===== config.mk =====
export PLATFORM = sky130hd
export DESIGN_NAME = fetch_unit
export DESIGN_NICKNAME = d
export VERILOG_FILES = /design/src/rtl/fetch_unit.sv
export SDC_FILE = /design/constraint.sdc
export NUM_CORES = 1
export LEC_CHECK = 0
export BUFFER_PORTS_ARGS = -buffer_cell sky130_fd_sc_hd__clkbuf_2
export CORE_UTILIZATION = 50
export DETAILED_ROUTE_END_ITERATION = 10
export PLACE_DENSITY = 0.72
export SLEW_MARGIN = 40
export SYNTH_ARGS = -nofsm -noshare
export SYNTH_HDL_FRONTEND = slang
export SYNTH_SLANG_ARGS = --single-unit

===== constraint.sdc =====
create_clock -name clk -period 3.4 [get_ports clk]
set_input_delay 0.34 -clock clk [delete_from_list [all_inputs] [get_ports clk]]
set_output_delay 0.34 -clock clk [all_outputs]
set_load 0.03 [all_outputs]

===== src/rtl/fetch_unit.sv =====
// ----------------------------------------------------------------------------
// fetch_unit
// Instruction fetch stage. Issues halfword-aligned requests to instruction
// memory over a req/ack handshake, buffers returned instructions in a small
// prefetch FIFO and presents one registered instruction per cycle to ID.
//
// Ports:
//   clk              rising-edge clock
//   rst              asynchronous active-low reset
//   i_stall_id       ID stalled: hold o_ir_id/o_pc_id/o_ir_valid, no pop
//   i_addr_mode      00 sequential, 01 branch/flush, 10/11 hold (no new req)
//   i_branch_target  branch destination, sampled when i_addr_mode==01
//   o_imem_req       instruction memory request
//   o_imem_addr      request address (halfword aligned)
//   i_imem_ack       transfer completes on an edge where req && ack
//   i_imem_data      instruction data, valid with ack
//   o_ir_id          registered instruction to ID
//   o_pc_id          address of o_ir_id
//   o_ir_valid       o_ir_id is a fetched instruction, not a bubble
// ----------------------------------------------------------------------------
module fetch_unit #(
    parameter int unsigned       ADDR_W    = 32,
    parameter int unsigned       DEPTH     = 2,
    parameter logic [ADDR_W-1:0] RESET_PC  = '0,
    parameter logic [15:0]       NOP_INSTR = 16'hBF00
) (
    input  logic              clk,
    input  logic              rst,
    input  logic              i_stall_id,
    input  logic [1:0]        i_addr_mode,
    input  logic [ADDR_W-1:0] i_branch_target,
    output logic              o_imem_req,
    output logic [ADDR_W-1:0] o_imem_addr,
    input  logic              i_imem_ack,
    input  logic [15:0]       i_imem_data,
    output logic [15:0]       o_ir_id,
    output logic [ADDR_W-1:0] o_pc_id,
    output logic              o_ir_valid
);

    localparam int unsigned       PW      = $clog2(DEPTH);
    localparam int unsigned       CW      = PW + 1;
    localparam logic [CW-1:0]     DEPTH_C = CW'(DEPTH);
    localparam logic [ADDR_W-1:0] PC_RST  = RESET_PC & ~ADDR_W'(1);
    localparam logic [ADDR_W-1:0] PC_INC  = ADDR_W'(2);

    typedef enum logic [1:0] {
        S_IDLE = 2'd0,
        S_WAIT = 2'd1,
        S_DROP = 2'd2
    } state_t;

    state_t              r_state, w_state_nxt;
    logic                r_req, w_req_nxt;
    logic [ADDR_W-1:0]   r_addr, w_addr_nxt;
    logic [ADDR_W-1:0]   r_fetch_pc, w_fetch_pc_nxt;

    logic [15:0]         r_mem_ir [DEPTH];
    logic [ADDR_W-1:0]   r_mem_pc [DEPTH];
    logic [PW-1:0]       r_wptr, r_rptr;
    logic [CW-1:0]       r_count;

    logic [15:0]         r_ir;
    logic [ADDR_W-1:0]   r_pc;
    logic                r_valid;

    logic                w_flush, w_seq, w_push, w_pop;
    logic [CW-1:0]       w_cnt_after;
    logic [ADDR_W-1:0]   w_target;

    assign w_flush     = (i_addr_mode == 2'b01);
    assign w_seq       = (i_addr_mode == 2'b00);
    assign w_target    = i_branch_target & ~ADDR_W'(1);
    assign w_pop       = !w_flush && !i_stall_id && (r_count != '0);
    // Occupancy after a push this cycle, accounting for a concurrent pop so
    // that back-to-back issue sustains one instruction per cycle.
    assign w_cnt_after = r_count + CW'(1) - CW'(w_pop);

    always_comb begin
        w_state_nxt    = r_state;
        w_req_nxt      = r_req;
        w_addr_nxt     = r_addr;
        w_fetch_pc_nxt = r_fetch_pc;
        w_push         = 1'b0;
        case (r_state)
            S_IDLE: begin
                if (w_seq && (r_count < DEPTH_C)) begin
                    w_state_nxt = S_WAIT;
                    w_req_nxt   = 1'b1;
                    w_addr_nxt  = r_fetch_pc;
                end
            end
            S_WAIT: begin
                if (w_flush) begin
                    // Data acked in the flush cycle is discarded outright;
                    // otherwise the request is left to complete in DROP.
                    if (i_imem_ack) begin
                        w_state_nxt = S_IDLE;
                        w_req_nxt   = 1'b0;
                    end else begin
                        w_state_nxt = S_DROP;
                    end
                end else if (i_imem_ack) begin
                    w_push         = 1'b1;
                    w_fetch_pc_nxt = r_fetch_pc + PC_INC;
                    if (w_seq && (w_cnt_after < DEPTH_C)) begin
                        w_addr_nxt = r_fetch_pc + PC_INC;
                    end else begin
                        w_state_nxt = S_IDLE;
                        w_req_nxt   = 1'b0;
                    end
                end
            end
            S_DROP: begin
                if (i_imem_ack) begin
                    w_state_nxt = S_IDLE;
                    w_req_nxt   = 1'b0;
                end
            end
            default: begin
                w_state_nxt = S_IDLE;
                w_req_nxt   = 1'b0;
            end
        endcase
        if (w_flush) begin
            w_fetch_pc_nxt = w_target;
        end
    end

    always_ff @(posedge clk or negedge rst) begin
        if (!rst) begin
            r_state    <= S_IDLE;
            r_req      <= 1'b0;
            r_addr     <= PC_RST;
            r_fetch_pc <= PC_RST;
        end else begin
            r_state    <= w_state_nxt;
            r_req      <= w_req_nxt;
            r_addr     <= w_addr_nxt;
            r_fetch_pc <= w_fetch_pc_nxt;
        end
    end

    always_ff @(posedge clk or negedge rst) begin
        if (!rst) begin
            r_wptr  <= '0;
            r_rptr  <= '0;
            r_count <= '0;
        end else if (w_flush) begin
            r_wptr  <= '0;
            r_rptr  <= '0;
            r_count <= '0;
        end else begin
            if (w_push) r_wptr <= r_wptr + PW'(1);
            if (w_pop)  r_rptr <= r_rptr + PW'(1);
            r_count <= r_count + CW'(w_push) - CW'(w_pop);
        end
    end

    always_ff @(posedge clk) begin
        if (w_push) begin
            r_mem_ir[r_wptr] <= i_imem_data;
            r_mem_pc[r_wptr] <= r_fetch_pc;
        end
    end

    always_ff @(posedge clk or negedge rst) begin
        if (!rst) begin
            r_ir    <= NOP_INSTR;
            r_pc    <= '0;
            r_valid <= 1'b0;
        end else if (w_flush) begin
            r_ir    <= NOP_INSTR;
            r_valid <= 1'b0;
        end else if (!i_stall_id) begin
            if (w_pop) begin
                r_ir    <= r_mem_ir[r_rptr];
                r_pc    <= r_mem_pc[r_rptr];
                r_valid <= 1'b1;
            end else begin
                r_ir    <= NOP_INSTR;
                r_valid <= 1'b0;
            end
        end
    end

    assign o_imem_req  = r_req;
    assign o_imem_addr = r_addr;
    assign o_ir_id     = r_ir;
    assign o_pc_id     = r_pc;
    assign o_ir_valid  = r_valid;

endmodule


Word level (Yosys, flattened, before mapping)
Memory sizes are Yosys's and may differ from the RTL's. A register that Yosys moved wholly into a read port is not among the register bits.
Index checks and enable logic that the tools add are counted.
{"block": "classes", "n_addsub": 7, "order_cmp": 2, "eq_ne": 11, "mux": 37, "bitwise": 2, "reduce_logical": 20}
{"operator": "two-way mux 32 bit", "n": 7}
{"operator": "one-hot mux 32 bit (2 select lines)", "n": 1}
{"operator": "two-way mux 16 bit", "n": 3}
{"operator": "adder 32 x 2 -> 32 bit (second input constant)", "n": 1}
{"operator": "two-way mux 1 bit", "n": 17}
{"operator": "two-way mux 2 bit", "n": 7}
{"operator": "nonzero test 2 bit", "n": 6}
{"operator": "!= test 2 bit (second input constant)", "n": 5}
{"operator": "!= test 3 bit (second input constant)", "n": 2}
{"operator": "one-hot mux 2 bit (3 select lines)", "n": 1}
{"operator": "AND reduction 3 bit", "n": 2}
{"operator": "AND reduction 5 bit", "n": 1}
{"operator": "equality test 2 x 1 -> 1 bit (second input constant)", "n": 2}
{"operator": "logical AND 1 bit", "n": 4}
{"operator": "logical NOT 2 bit", "n": 2}
{"operator": "less-than comparator 2 bit (second input constant)", "n": 2}
{"operator": "AND reduction 4 bit", "n": 1}
{"operator": "subtractor 2 x 1 -> 2 bit", "n": 2}
{"operator": "logical NOT 1 bit", "n": 3}
{"operator": "one-hot mux 1 bit (3 select lines)", "n": 1}
{"operator": "adder 1 bit (second input constant)", "n": 2}
{"operator": "adder 2 x 1 -> 2 bit", "n": 1}
{"operator": "adder 2 x 1 -> 2 bit (second input constant)", "n": 1}
{"operator": "equality test 2 bit (second input constant)", "n": 1}
{"operator": "other kinds (3)", "n": 4}
{"block": "word_totals", "reg_bits": 88, "mem_bits_rw": 96, "elab_cells": 90, "mem_count": 2}
{"name": "r_mem_pc", "depth": 2, "word_bits": 32, "rd": 1, "rd_ports_with_merged_regs": 1, "write_ports": 1, "line": "59", "source": "logic [ADDR_W-1:0] r_mem_pc [DEPTH];"}
{"name": "r_mem_ir", "depth": 2, "word_bits": 16, "rd": 1, "rd_ports_with_merged_regs": 0, "write_ports": 1, "line": "58", "source": "logic [15:0] r_mem_ir [DEPTH];"}

Logic depth before layout (Yosys ltp)
Gate-level depths: netlist of the first run.
{"block": "logic_depth", "ltp_word": 11, "mapped_depth": 11, "depth_no_buf": 10}

Worst setup path after synthesis of the first run
No wires, ideal clock.
{"block": "synth_path", "kind": "register -> register", "startpoint": "reg r_state[0]", "endpoint": "mem r_mem_ir[0][0], enable pin", "t_arrival_ps": 2908, "t_required_ps": 2948, "setup_slack_ps": 41, "path_stages_with_launch": 5, "path_buffers": 1, "synth_period_minus_slack_ps": 3359, "cell_sequence": "dfrtp_1 nor2b_1 clkbuf_1 nand3_1 nor2_1"}
{"block": "synth_via", "elab_chain_cells": 4}
{"item": "start, declared", "line": "53", "source": "state_t r_state, w_state_nxt;"}
{"item": "start signal, assigned", "line": "137", "source": "r_state <= w_state_nxt;"}
{"item": "equality test 2 x 1 -> 1 bit", "line": "85", "source": "case (r_state)"}
{"item": "two-way mux 1 bit", "line": "85"}
{"item": "two-way mux 1 bit", "line": "161", "source": "if (w_push) begin"}
{"item": "two-way mux 1 bit (implied by the code)", "line": "162", "source": "r_mem_ir[r_wptr] <= i_imem_data;"}
{"item": "end, declared", "line": "58"}
No other way between the ends.

Worst setup path after layout of the first run
{"block": "layout_path", "startpoint": "reg r_state[0]", "endpoint": "reg r_count[1]"}
{"block": "layout_via", "elab_chain_cells": 5}
{"item": "equality test 2 x 1 -> 1 bit", "line": "85"}
{"item": "two-way mux 1 bit", "line": "85"}
{"item": "adder 2 x 1 -> 2 bit", "line": "156", "source": "r_count <= r_count + CW'(w_push) - CW'(w_pop);"}
{"item": "subtractor 2 x 1 -> 2 bit", "line": "156"}
{"item": "two-way mux 2 bit", "line": "149", "source": "end else if (w_flush) begin"}
{"item": "end signal, assigned", "line": "156"}
{"item": "end, declared", "line": "61", "source": "logic [CW-1:0] r_count;"}
No other way between the ends.
A chain may end at the register's enable or synchronous reset.

==> results of run 1 <==
==> power groups by stage <==
| stage | sequential [W] | combinational (W) | clock, W |
|---|---|---|---|
| floorplan | 0.00452 | 0.00109 | 0 |
| global placement | 0.00382 | 0.00257 | 0 |
| detailed placement | 0.00383 | 0.00262 | 0 |
| CTS | 0.00380 | 0.00264 | 0.00259 |
| global route | 0.00387 | 0.00284 | 0.00269 |
| finish | 0.00379 | 0.00261 | 0.00255 |
==> cell usage in the layout (no fill, tap or decap), types with 5 or more instances in the layout <==
master,count
and3_1,7
nand3_1,17
mux2i_1,47
xor2_1,39
a21oi_1,72
clkbuf_2,131
and2_1,5
clkbuf_16,23
edfxtp_1,94
xnor2_1,25
nand4_1,23
dfstp_2,7
nand2_1,65
o21ai_0,37
nor2_1,93
dfrtp_1,109
buf_4,11
clkinv_2,5
==> worst max-delay path: cells and delay by family (launching register included) <==
family	cells	cell delay (ns)
xor gates and xnor gates	2	0.29
and+or+nand+nor	3	0.82
adders and majority gates	2	0.55
buffers and inverters	1	0.04
DFF	1	0.45
==> timing repair <==
item                                    in CTS  in global routing
hold buffers                                 1                  0
buffers inserted                             0                  0
hold endpoints to repair                    21                  0
endpoints found under the setup margin       0                  0
==> layer usage <==
layer	up-vias	wire length, µm	track usage
li1	2846	-	-
met1	2830	8515	0.2873
met2	174	9173	0.3524
met3	35	949	0.03517
met4	0	495	0.07553
met5	-	0	0
==> sequential cells by signal, summed over array words and instances (netlist names) <==
register / cells
r_wptr: 1
r_count: 2
o_imem_req: 1
r_state: 2
r_rptr: 1
o_pc_id: 31
o_ir_valid: 1
r_mem_pc: 62
o_ir_id: 16
r_fetch_pc: 31
r_mem_ir: 32
o_imem_addr: 31
==> Yosys cell counts (all sizes together) <==
master,n
dfstp,7
nand2b,2
nor4,8
dfrtp,110
and2b,1
buf,19
nor2b,3
nor2,95
edfxtp,94
nor3,7
clkbuf,31
nand4,25
nand3b,1
nor4b,1
a31oi,1
xnor2,25
and4,4
or4,1
a211oi,1
nand3,17
ha,3
mux2i,47
inv,4
clkinv,1
and2,5
o211ai,1
nand4b,1
o21ai,42
xor2,39
nor3b,1
and3,7
a21oi,72
conb,1
nand2,65
or2,4
==> worst min path at each step <==
stage / start / endpoint / slack (ns) / cells past startpoint
6_report: i_imem_data[11] / r_mem_ir[1][11] / 0.04 / 1
3_3_place_gp: rst / o_pc_id[5] / 0.28 / 1
5_1_grt: i_imem_data[15] / r_mem_ir[0][15] / 0.02 / 1
4_1_cts: i_imem_data[8] / r_mem_ir[0][8] / 0.01 / 1
2_1_floorplan: rst / o_imem_addr[10] / 0.04 / 0
3_5_place_dp: rst / o_pc_id[5] / 0.28 / 1
==> metrics by stage <==
step,cell area [µm²],utilization,total power (W),std cells,hold WS (ns)
6_report,10570,0.6089,0.008952,1106,0.03554
5_1_grt,10570,0.6089,0.009397,1106,0.01606
4_1_cts,10570,0.6089,0.009033,1106,0.01356
3_5_place_dp,9777,0.5633,0.006455,1066,0.2772
3_3_place_gp,9777,0.5633,0.006382,1066,0.2799
2_1_floorplan,8909,-,0.005607,747,0.04441
==> layout make-up <==
type	instances	area share
inverters	5	0.001776
flip-flops and latches	211	0.5451
well taps	225	0.02664
repair buffers	145	0.07459
clock inverters	12	0.01610
clock buffers	27	0.05778
multi-input cells	481	0.2780
==> logic make-up after synthesis <==
group / after synthesis / synth area share
and+or+nand+nor: 248 / 0.1388
xor gates and xnor gates: 64 / 0.06295
DFF: 211 / 0.6468
adders and majority gates: 3 / 0.004216
other: 1 / 0.0004211
buffers and inverters: 55 / 0.02754
muxes: 47 / 0.05283
AOI/OAI and AO/OA: 117 / 0.06646
==> flow_summary.json, run 1 <==
{
  "place_congestion": 0.8630,
  "cpMaxStageDelayCell": "nor2b_1",
  "clkTransAtPathRegs_ns": 0.06,
  "yosysWarnings": 0,
  "fin_setup_tns_ns": 0,
  "slowest_delay_ns": 0.46,
  "drtIter0Drc": 319,
  "power_frac_clock": 0.284,
  "cts_root_buf": "clkbuf_16",
  "io_pins": 136,
  "cts_sinks": 211,
  "period_minus_slack_ns": 2.267,
  "coreArea_um2": 17360,
  "power_density_nw_per_um2": 847.1,
  "grt_pass1_vias": 5817,
  "worst_slack_ns": 1.133,
  "wl_per_cell_um": 17.30,
  "crit_type": "flip-flop to flip-flop",
  "drt-total-wl_um": 19130,
  "p_leak_nw": 4.202,
  "ys_ff_latch": 211,
  "drive_gt1_frac": 0.2372,
  "p_int_w": 0.005721,
  "ff2ff_path_depth": 8,
  "start_util": 0.5130,
  "r2r_slack_ns": 1.13,
  "worstSetupStartpointType": "flip-flop",
  "slew_headroom": 0.5193,
  "cts_tree": "built",
  "skew_ns": 0.01084,
  "die_area_um2": 18350,
  "max_freq_ghz": 0.4411,
  "hp-class": "primary input to flip-flop",
  "place_ws_ns": 1.064,
  "grt_pass1_wl_um": 30190,
  "num_vias": 5885,
  "clk_latency_ns": 0.49,
  "rows": 48,
  "combPwrFrac": 0.292,
  "finalSetupViolCount": 0,
  "grt_usage": 0.2140,
  "critPathCapture": "r_count[1]",
  "yosysUniqueCellTypes": 45,
  "seq_area_um2": 5761,
  "tightest_slew_ns": 0.7155,
  "die_w_um": 135.5,
  "required_ns": 3.77,
  "syn_area_per_cell_um2": 11.94,
  "seq_power_share": 0.424,
  "maxCapViolations": 0,
  "syn_area_um2": 8905,
  "vias_per_cell": 5.321,
  "ctsLongestPathBuffers": 3,
  "arrival_ns": 2.63,
  "port_buffers": 132,
  "fill_cells": 1372,
  "drtAntennaViolNets": 0,
  "rr_startpoint": "r_state[0]",
  "hold_viol_final": 0,
  "end_kind": "flip-flop",
  "rsz0062_at_grt": "no",
  "swShare": 0.3610,
  "drt_first_pass_iters": 4,
  "synth_area_leader_cell": "edfxtp_1",
  "antenna_cells": 0,
  "worstPathCellList": "nor2b_1 > nand3_1 > ha_1 > inv_1 > ha_1 > xor2_1 > xnor2_1 > nor2_1",
  "yosysSeqAreaShare": 0.6468,
  "finalCritPeriodShare": 0.6668,
  "area_delta_synth_final_pct": 18.67,
  "antenna_found_initial": 0,
  "slew_violations": 0,
  "synth_top_area_frac": 0.3170,
  "crit_path_frequent_cell": "ha_1",
  "drc": 0,
  "fin_nets": 923,
  "grt_overflow": 0,
  "grt_max_degree": 69,
  "numCtsBuffers": 22,
  "ir_worst_vdd_v": 0.0005959,
  "multiInputGateArea_um2": 2938,
  "outcome": "completed",
  "r2r-end": "r_count[1]",
  "die_h_um": 135.5,
  "crit_fanout": 8,
  "synthTopCellsByArea": "edfxtp_1 (32%), dfrtp_1 (31%), mux2i_1 (5.3%)",
  "ctsResizeCount": 0,
  "p_switching_w": 0.003231,
  "h-tree-depth": 1,
  "synth_cells": 746,
  "place_hpwl_um": 13120,
  "cp-startpoint": "r_state[0]"
}
(Power assumes the default switching activity.)
==> run 2, diff against run 1 <==
clock period = 2.05 ns   (was 3.4 ns; I/O delays follow)
==> run 2 against run 1 <==
  * Critical endpoint is now o_imem_addr[25]
  * Design area grew 6.9%
  * Setup slack got worse by 1.0 ns
  * Die area unchanged
  * Combinational power increased by 81%
  * Register-to-register slack lost 1.0 ns
  * Sequential cell count is the same
  * Global-route usage up 0.69 points
  * Count of clock-buffer cells in the layout grew 7
  * Non-clock buffer count is 82 higher
  * Largest cell class unchanged
  * Final cell count up 7.5%
  * Utilization is 4.2 points higher
  * Maximum frequency increased by 18%
  * Critical path type unchanged
==> flow_summary.json, run 2 (synthesis gave the netlist of run 1 again) <==
{
  "outcome": "completed",
  "ctsResizeCount": 0,
  "clkTransAtPathRegs_ns": 0.06,
  "rsz0062_at_grt": "no",
  "clk_latency_ns": 0.50,
  "cts_sinks": 211,
  "slew_violations": 0,
  "period_minus_slack_ns": 1.915,
  "max_freq_ghz": 0.5223,
  "p_leak_nw": 4.555,
  "die_area_um2": 18350,
  "vias_per_cell": 5.241,
  "worstSetupStartpointType": "flip-flop",
  "largest_reg_flops": 62,
  "area_delta_synth_final_pct": 26.81,
  "seq_power_share": 0.413,
  "tightest_slew_ns": 0.6482,
  "crit_fanout": 9,
  "power_density_nw_per_um2": 1313,
  "whs_ns": 0.06059,
  "required_ns": 2.43,
  "p_int_w": 0.009500,
  "fin_area_um2": 11290,
  "die_h_um": 135.5,
  "multiInputGateArea_um2": 2943,
  "grt_pass1_vias": 6020,
  "ir_worst_vdd_v": 0.0009213,
  "p_switching_w": 0.005323,
  "postLayoutCoreUtil": 0.6506,
  "drc": 0,
  "swShare": 0.3591,
  "coreArea_um2": 17360,
  "finalSetupViolCount": 0,
  "fin_setup_tns_ns": 0,
  "place_congestion": 0.9064,
  "end_kind": "flip-flop",
  "drtAntennaViolNets": 0,
  "fin_nets": 1005,
  "slew_headroom": 0.5678,
  "rows": 48,
  "mostFrequentLayoutCells": "clkbuf_2 (131), dfrtp_1 (109), edfxtp_1 (94)",
  "cp-startpoint": "r_fetch_pc[18]",
  "grt_overflow": 0,
  "top_layer": "met4",
  "finalCritPeriodShare": 0.9340,
  "drive_gt1_frac": 0.2479,
  "hp-start": "i_addr_mode[1]",
  "drt-total-wl_um": 20010,
  "cts_tree": "built",
  "grt_usage": 0.2209,
  "wl_per_cell_um": 16.83,
  "hp-class": "primary input to flip-flop",
  "die_w_um": 135.5,
  "ctsLongestPathBuffers": 3,
  "top_regs": "r_mem_pc: 62 flops, r_mem_ir: 32 flops",
  "antenna_found_initial": 0,
  "wl_met2_um": 9764,
  "grt_max_degree": 69,
  "fin_cells": 1189,
  "dp.cells": 1099,
  "seq_area_um2": 5761,
  "skew_ns": 0.02039,
  "numCtsBuffers": 22,
  "regMostFlops": "r_mem_pc",
  "place_hpwl_um": 13500,
  "power_frac_clock": 0.268,
  "hold_viol_final": 0,
  "met1_length_um": 8692,
  "antenna_cells": 0,
  "io_pins": 136,
  "dpl-instance-area_um2": 10050,
  "maxCapViolations": 0,
  "h-tree-depth": 1,
  "final_common_cell": "clkbuf_2",
  "start_util": 0.5130,
  "drtIter0Drc": 360,
  "rr_startpoint": "r_fetch_pc[18]",
  "cts_root_buf": "clkbuf_16",
  "wl_met3_um": 1098,
  "grt_pass1_wl_um": 31070,
  "arrival_ns": 2.29,
  "crit_type": "flip-flop to flip-flop",
  "num_vias": 6232,
  "port_buffers": 132,
  "drt_first_pass_iters": 5,
  "combPwrFrac": 0.319,
  "fill_cells": 1335
}
## run 2: cell types whose count changed in the layout (fill, tap and decap cells not counted), sizes merged
cell         before  now
clkinv            5    4
clkbuf          158  165
inv               7    5
clkinvlp          1    0
dlygate4sd3       1   49
bufinv            4    2
buf              13   47
## run 2: through the flow
step | total power [W] | setup WS, ns
floorplan | 0.009308 | 0.02732
global placement | 0.01075 | 0.1732
detailed placement | 0.01085 | 0.1600
CTS | 0.01495 | 0.1435
global route | 0.01556 | 0.009174
finish | 0.01482 | 0.1353
## run 2: power groups by stage
stage	combinational (W)	clock (W)	sequential (W)
after floorplan	0.00182	0	0.00749
after global placement	0.00460	0	0.00615
after detailed placement	0.00469	0	0.00617
after CTS	0.00478	0.00406	0.00611
after global routing	0.00512	0.00421	0.00623
final	0.00473	0.00398	0.00612
## run 2: worst max-delay path: stages (launching register included)
cell and delay [ns]:
dfrtp_1 0.51, and4_1 0.41, nand4_1 0.25, nor4b_2 0.33, xnor2_1 0.19, a21oi_1 0.10
## run 2: repair_timing
item,CTS,global route
setup endpoints to repair,0,3
setup buffers,0,1
hold buffers,49,0
endpoints found under the hold margin,87,0
## run 2: cell type report
type | count | area share
Multi-Input combinational cell | 481 | 0.2606
Timing Repair Buffer | 227 | 0.1372
Tap cell | 225 | 0.02493
Inverter | 5 | 0.001662
Sequential cell | 211 | 0.5101
Clock buffer | 34 | 0.05817
Clock inverter | 6 | 0.007313
## run 2: per-layer routing
metal | GRT usage | up-vias
li1 | - | 3000
met1 | 0.2971 | 3034
met2 | 0.3704 | 166
met3 | 0.03105 | 32
met4 | 0.07116 | 0
met5 | 0 | -
## run 2: final timing paths
check	slack, ns	endpoint	depth (start not counted)
setup / recovery	0.14	o_imem_addr[25]	5
hold / removal	0.06	r_count[1]	3
setup reg to reg	0.14	o_imem_addr[25]	5
hold reg to reg	0.48	o_ir_id[5]	2
max in group asynchronous	1.09	o_imem_addr[13]	3
min in group asynchronous	0.18	r_fetch_pc[2]	2
